==> config.mk <==
export PLATFORM = sky130hd
export DESIGN_NAME = fir_filter_tdm
export DESIGN_NICKNAME = d
export VERILOG_FILES = /design/src/rtl/fir_pkg.sv /design/src/rtl/fir_mac.sv /design/src/rtl/fir_filter_tdm.sv
export SDC_FILE = /design/constraint.sdc
export NUM_CORES = 1
export LEC_CHECK = 0
export CORE_MARGIN = 2
export CORE_UTILIZATION = 45
export DETAILED_ROUTE_END_ITERATION = 12
export GPL_TIMING_DRIVEN = 1
export HOLD_SLACK_MARGIN = 0.15
export SKIP_LAST_GASP = 1
export SYNTH_ARGS = -nofsm -noshare
export SYNTH_HDL_FRONTEND = slang
export SYNTH_SLANG_ARGS = --single-unit
export TNS_END_PERCENT = 50
==> constraint.sdc <==
create_clock -name clk -period 16.5 [get_ports clk]
set_input_delay 3.3 -clock clk [delete_from_list [all_inputs] [get_ports clk]]
set_output_delay 3.3 -clock clk [all_outputs]
set_load 0.03 [all_outputs]
==> src/rtl/fir_pkg.sv <==
// Shared constants, coefficient word type and output saturation for the TDM FIR.
package fir_pkg;

  localparam int SAT_W = 64;

  typedef logic signed [31:0] coef_word_t;

  function automatic int acc_width(input int wx, input int wb, input int n);
    return wx + wb + $clog2(n);
  endfunction

  // Clamp or wrap v to a wy-bit signed range; the caller keeps the low wy bits.
  function automatic logic signed [SAT_W-1:0] saturate(input logic signed [SAT_W-1:0] v,
                                                       input int wy, input bit sat);
    logic signed [SAT_W-1:0] hi;
    logic signed [SAT_W-1:0] lo;
    hi = (64'sd1 <<< (wy - 1)) - 64'sd1;
    lo = -(64'sd1 <<< (wy - 1));
    if (!sat) return (v <<< (SAT_W - wy)) >>> (SAT_W - wy);
    if (v > hi) return hi;
    if (v < lo) return lo;
    return v;
  endfunction

endpackage

==> src/rtl/fir_mac.sv <==
// Combinational N-tap dot product with output saturation, shared by all channels.
module fir_mac
  import fir_pkg::*;
#(
  parameter int N       = 4,
  parameter int WIDTH_X = 8,
  parameter int WIDTH_B = 8,
  parameter int WIDTH_Y = 18,
  parameter int SAT     = 1
) (
  input  logic [N*WIDTH_X-1:0] i_x,
  input  logic [N*WIDTH_B-1:0] i_b,
  output logic [WIDTH_Y-1:0]   o_y
);

  localparam int AW = acc_width(WIDTH_X, WIDTH_B, N);

  logic signed [AW-1:0] w_acc;

  always_comb begin
    w_acc = '0;
    for (int k = 0; k < N; k++) begin
      w_acc = w_acc + AW'($signed(i_x[k*WIDTH_X +: WIDTH_X])) *
                      AW'($signed(i_b[k*WIDTH_B +: WIDTH_B]));
    end
  end

  assign o_y = WIDTH_Y'(saturate(SAT_W'(w_acc), WIDTH_Y, SAT != 0));

endmodule

==> src/rtl/fir_filter_tdm.sv <==
// Multi-channel FIR sharing one MAC; per-channel delay lines, double-buffered
// coefficients and a one-deep output register with valid/ready handshakes.
module fir_filter_tdm
  import fir_pkg::*;
#(
  parameter int         N       = 4,
  parameter int         C       = 2,
  parameter int         WIDTH_X = 8,
  parameter int         WIDTH_B = 8,
  parameter int         WIDTH_Y = 18,
  parameter int         SAT     = 1,
  parameter coef_word_t B_INIT [N] = '{32'sd1, 32'sd2, 32'sd3, 32'sd4},
  localparam int        CW      = (C > 1) ? $clog2(C) : 1,
  localparam int        AWC     = (N > 1) ? $clog2(N) : 1
) (
  input  logic               clk,
  input  logic               rst,
  input  logic               s_valid,
  output logic               s_ready,
  input  logic [WIDTH_X-1:0] s_data,
  input  logic [CW-1:0]      s_ch,
  output logic               m_valid,
  input  logic               m_ready,
  output logic [WIDTH_Y-1:0] m_data,
  output logic [CW-1:0]      m_ch,
  input  logic               coef_we,
  input  logic [AWC-1:0]     coef_addr,
  input  logic [WIDTH_B-1:0] coef_data,
  input  logic               coef_commit,
  output logic               ch_err
);

  // The incoming sample is tap 0, so only N-1 past samples need storing.
  localparam int DL = (N > 1) ? N - 1 : 1;

  logic [WIDTH_X-1:0]   r_dl [C][DL];
  logic [WIDTH_B-1:0]   r_shadow [N];
  logic [WIDTH_B-1:0]   r_active [N];
  logic [WIDTH_B-1:0]   w_shadow_nx [N];
  logic                 r_m_valid;
  logic                 r_ch_err;
  logic [WIDTH_Y-1:0]   r_m_data;
  logic [CW-1:0]        r_m_ch;
  logic                 w_accept;
  logic                 w_ch_ok;
  logic [CW-1:0]        w_ch_idx;
  logic [N*WIDTH_X-1:0] w_x;
  logic [N*WIDTH_B-1:0] w_b;
  logic [WIDTH_Y-1:0]   w_y;

  assign s_ready  = !r_m_valid || m_ready;
  assign w_accept = s_valid && s_ready;
  assign w_ch_ok  = int'(s_ch) < C;
  assign w_ch_idx = w_ch_ok ? s_ch : '0;

  always_comb begin
    w_x = '0;
    w_b = '0;
    w_x[WIDTH_X-1:0] = s_data;
    for (int k = 1; k < N; k++) w_x[k*WIDTH_X +: WIDTH_X] = r_dl[w_ch_idx][k-1];
    for (int k = 0; k < N; k++) w_b[k*WIDTH_B +: WIDTH_B] = r_active[k];
  end

  // A write on the commit edge must land in the committed bank.
  always_comb begin
    w_shadow_nx = r_shadow;
    if (coef_we && int'(coef_addr) < N) w_shadow_nx[coef_addr] = coef_data;
  end

  fir_mac #(
    .N(N), .WIDTH_X(WIDTH_X), .WIDTH_B(WIDTH_B), .WIDTH_Y(WIDTH_Y), .SAT(SAT)
  ) u_mac (
    .i_x(w_x),
    .i_b(w_b),
    .o_y(w_y)
  );

  always_ff @(posedge clk or posedge rst) begin
    if (rst) begin
      r_m_valid <= 1'b0;
      r_m_data  <= '0;
      r_m_ch    <= '0;
      r_ch_err  <= 1'b0;
      for (int c = 0; c < C; c++)
        for (int j = 0; j < DL; j++) r_dl[c][j] <= '0;
      for (int k = 0; k < N; k++) begin
        r_shadow[k] <= WIDTH_B'(B_INIT[k]);
        r_active[k] <= WIDTH_B'(B_INIT[k]);
      end
    end else begin
      r_ch_err <= w_accept && !w_ch_ok;
      r_shadow <= w_shadow_nx;
      if (coef_commit) r_active <= w_shadow_nx;
      for (int c = 0; c < C; c++) begin
        if (w_accept && w_ch_ok && int'(s_ch) == c) begin
          r_dl[c][0] <= s_data;
          for (int j = 1; j < DL; j++) r_dl[c][j] <= r_dl[c][j-1];
        end
      end
      if (w_accept && w_ch_ok) begin
        r_m_valid <= 1'b1;
        r_m_data  <= w_y;
        r_m_ch    <= s_ch;
      end else if (m_ready) begin
        r_m_valid <= 1'b0;
      end
    end
  end

  assign m_valid = r_m_valid;
  assign m_data  = r_m_data;
  assign m_ch    = r_m_ch;
  assign ch_err  = r_ch_err;

endmodule
==> impl_metrics.yaml <==
worst_setup_path:
  worst-endpoint-arrival_ps: 12780
  timing.critical_path.fanout_max: 26
  path_class: "in2reg"
  worst-endpoint-required_ps: 16790
  element_type_at_the_critical_path_start: "primary input"
  cp_common_cell: "sky130_fd_sc_hd__fa_1"
  flop_to_flop_setup_slack_ps: 7410
  critPathMaxStageDelay_ps: 720
  worstSetupEndpointType: "register"
  master_of_the_slowest_instance_on_the_critical_path: "sky130_fd_sc_hd__mux2i_1"
global_routing:
  first_global_vias: 12100
  grt.total_usage_pct: 21.2
  grt-ovfl-total: 0
  grt_max_degree: 72
  global_route_wire_length_before_repair_um: 63500
  grt_antenna_before_repair: 0
placement:
  gp_congestion: 0.865
  port-buffer-count: 45
  hpwl_um: 30900
clocking:
  cts-resized-gates: 0
  clk_pin_slew_ps: 60
  cts_htree_levels: 4
  cts-hold-fix-buffers: 0
  cts.path.max_buffers: 2
  clkSinkCount: 132
  clk_latency_ps: 440
  cts_buffers: 17
  post-cts-setup-buffers: 0
  cts_tree: "done"
  clk_root_buffer_cell: "sky130_fd_sc_hd__clkbuf_16"
logic_synthesis:
  post_synth_inst_count: 1631
  synth_area_um2: 16900
  yosysUniqueCellTypes: 58
  synth.most_common_cell: "sky130_fd_sc_hd__inv_1"
  synth_top_area_share_pct: 32.5
  async_flop_share_pct: 100
  ys_top_cells_by_count: "sky130_fd_sc_hd__inv_1, sky130_fd_sc_hd__fa_1, sky130_fd_sc_hd__ha_1"
  yosys_warnings: 0
  postSynthAreaPerCell_um2: 10.3
  ys_seq_elements: 132
  postSynth.topFlopCell: "sky130_fd_sc_hd__dfrtp_1"
  synth_top_area_cell: "sky130_fd_sc_hd__fa_1"
  post_synth_main_area_contributors: "sky130_fd_sc_hd__fa_1, sky130_fd_sc_hd__dfrtp_1, sky130_fd_sc_hd__ha_1, sky130_fd_sc_hd__inv_1, sky130_fd_sc_hd__mux2_2"
  synth_edf_count: 0
  mappedNetlistNets: 2065
  synth_seq_area_share_pct: 19.7
timing:
  clock.fmax_ghz: 0.0801
  final.min_clock_period_ps: 12490
  count_of_pins_over_their_slew_limit: 0
  slew_headroom_pct: 38.5
  post-route-period-util_pct: 75.7
  clock_skew_ps: 16.5
  setup_total_negative_slack_ps: 0
  hold_viol: 0
  rsz0062_at_grt: "false"
  tightest_slew_ps: 923
  timing.final.setup_violations: 0
floorplanning:
  floorplan.initialDensity_pct: 45.8
  io-pin-count: 47
  fp.dieArea_um2: 39000
  row_count: 70
  die_width_um: 198
  core_area_um2: 36800
  die_h_um: 198
route:
  wl_met3_um: 1050
  finalWirelength_um: 37300
  met2_length_um: 18500
  wirelength_met1_um: 17200
  detailedRoute.firstPassIterationCount: 4
  route.detailed.wl_per_inst_um: 17.4
  via_to_cell_ratio: 5.07
  vias: 10900
  drc_errors: 0
  highest-signal-layer: "met4"
  initialDrtViolationCount: 489
  final_antenna_net_count: 0
run_status:
  status: "completed"
cells_and_area:
  n_diodes: 0
  area_growth_pct: 9.03
  fin_nets: 2103
  fraction_of_final_layout_cells_sized_beyond_drive_strength_1_pct: 11.3
  layout.filler_cells: 3418
flow_run:
  max-cap-violations: 0
min_path:
  min_path_type: "reg2reg"
cells by family (layout without fill, tap and decap cells):
kind of cell               after synthesis  after routing  share of synthesized area (%)
muxes                                  138            138                           9.13
and+or+nand+nor                        344            344                           11.0
adders and majority gates              409            409                           42.6
DFF                                    132            132                           19.7
other                                    1              1                         0.0222
AOI/OAI and AO/OA                      118            118                           4.53
xor gates and xnor gates                69             69                           3.58
buffers and inverters                  420            471                           9.54
registers in the layout, indices dropped and copies added, names as in the netlist:
signal / count
m_data: 18
r_active: 32
m_ch: 1
m_valid: 1
r_shadow: 32
r_dl: 48
worst paths after layout:
check	from	to	depth (start not counted)
max	s_ch	m_data[17]$_DFFE_PP0P_	31
min	m_ch$_DFFE_PP0P_	m_ch$_DFFE_PP0P_	2
max reg2reg	r_dl[11]$_DFFE_PP0P_	m_data[17]$_DFFE_PP0P_	29
min reg2reg	m_ch$_DFFE_PP0P_	m_ch$_DFFE_PP0P_	2
max in group asynchronous	rst	m_ch$_DFFE_PP0P_	3
min in group asynchronous	rst	r_active[16]$_DFFE_PP0P_	2
final cells by class:
| cell class | count | area (um2) | share of cell area, % |
|---|---|---|---|
| clock inverter | 14 | 164 | 0.892 |
| inverter | 389 | 1470 | 7.97 |
| tap | 468 | 586 | 3.19 |
| timing repair buffer | 50 | 488 | 2.65 |
| sequential | 132 | 3320 | 18.0 |
| multi-input combinational | 1079 | 11900 | 64.9 |
| clock buffer | 18 | 429 | 2.33 |
stage by stage:
stage	area, um2	hold WS [ps]	util [%]	worst slack (ps)	cells
floorplan	16900	467	-	4810	1631
global placement	17800	460	48.4	3730	2118
detailed placement	17800	463	48.4	3530	2118
CTS	18400	476	50.0	3970	2150
global route	18400	502	50.0	3440	2150
finish	18400	470	50.0	4010	2150
worst max-delay path, delay by kind of cell:
| kind | cells | cell delay [ps] |
|---|---|---|
| xor gates and xnor gates | 2 | 550 |
| muxes | 1 | 720 |
| buffers and inverters | 7 | 1060 |
| and+or+nand+nor | 4 | 930 |
| AOI/OAI and AO/OA | 6 | 1030 |
| adders and majority gates | 11 | 5130 |
cells in the final DEF (no fill, tap or decap), drive strengths merged, types with 10 or more instances in the layout:
cell	count
clkdlybuf4s50	45
fa	274
a21oi	30
nor2	23
xor2	16
dfstp	10
and2	86
o21ai	32
mux2i	12
clkbuf	18
nand2b	29
inv	397
a21o	15
xnor2	53
mux2	126
nand2	102
nor2b	66
ha	135
dfrtp	122
metal layers:
| layer | up-vias | global-route usage (%) |
|---|---|---|
| met5 | - | 0 |
| met4 | 0 | 4.62 |
| met3 | 26 | 2.89 |
| met2 | 162 | 37.0 |
| met1 | 5631 | 28.1 |
| li1 | 5071 | - |
Power is not shown: default switching activity piles up to over one toggle a cycle in this logic, so the estimate is an artifact.
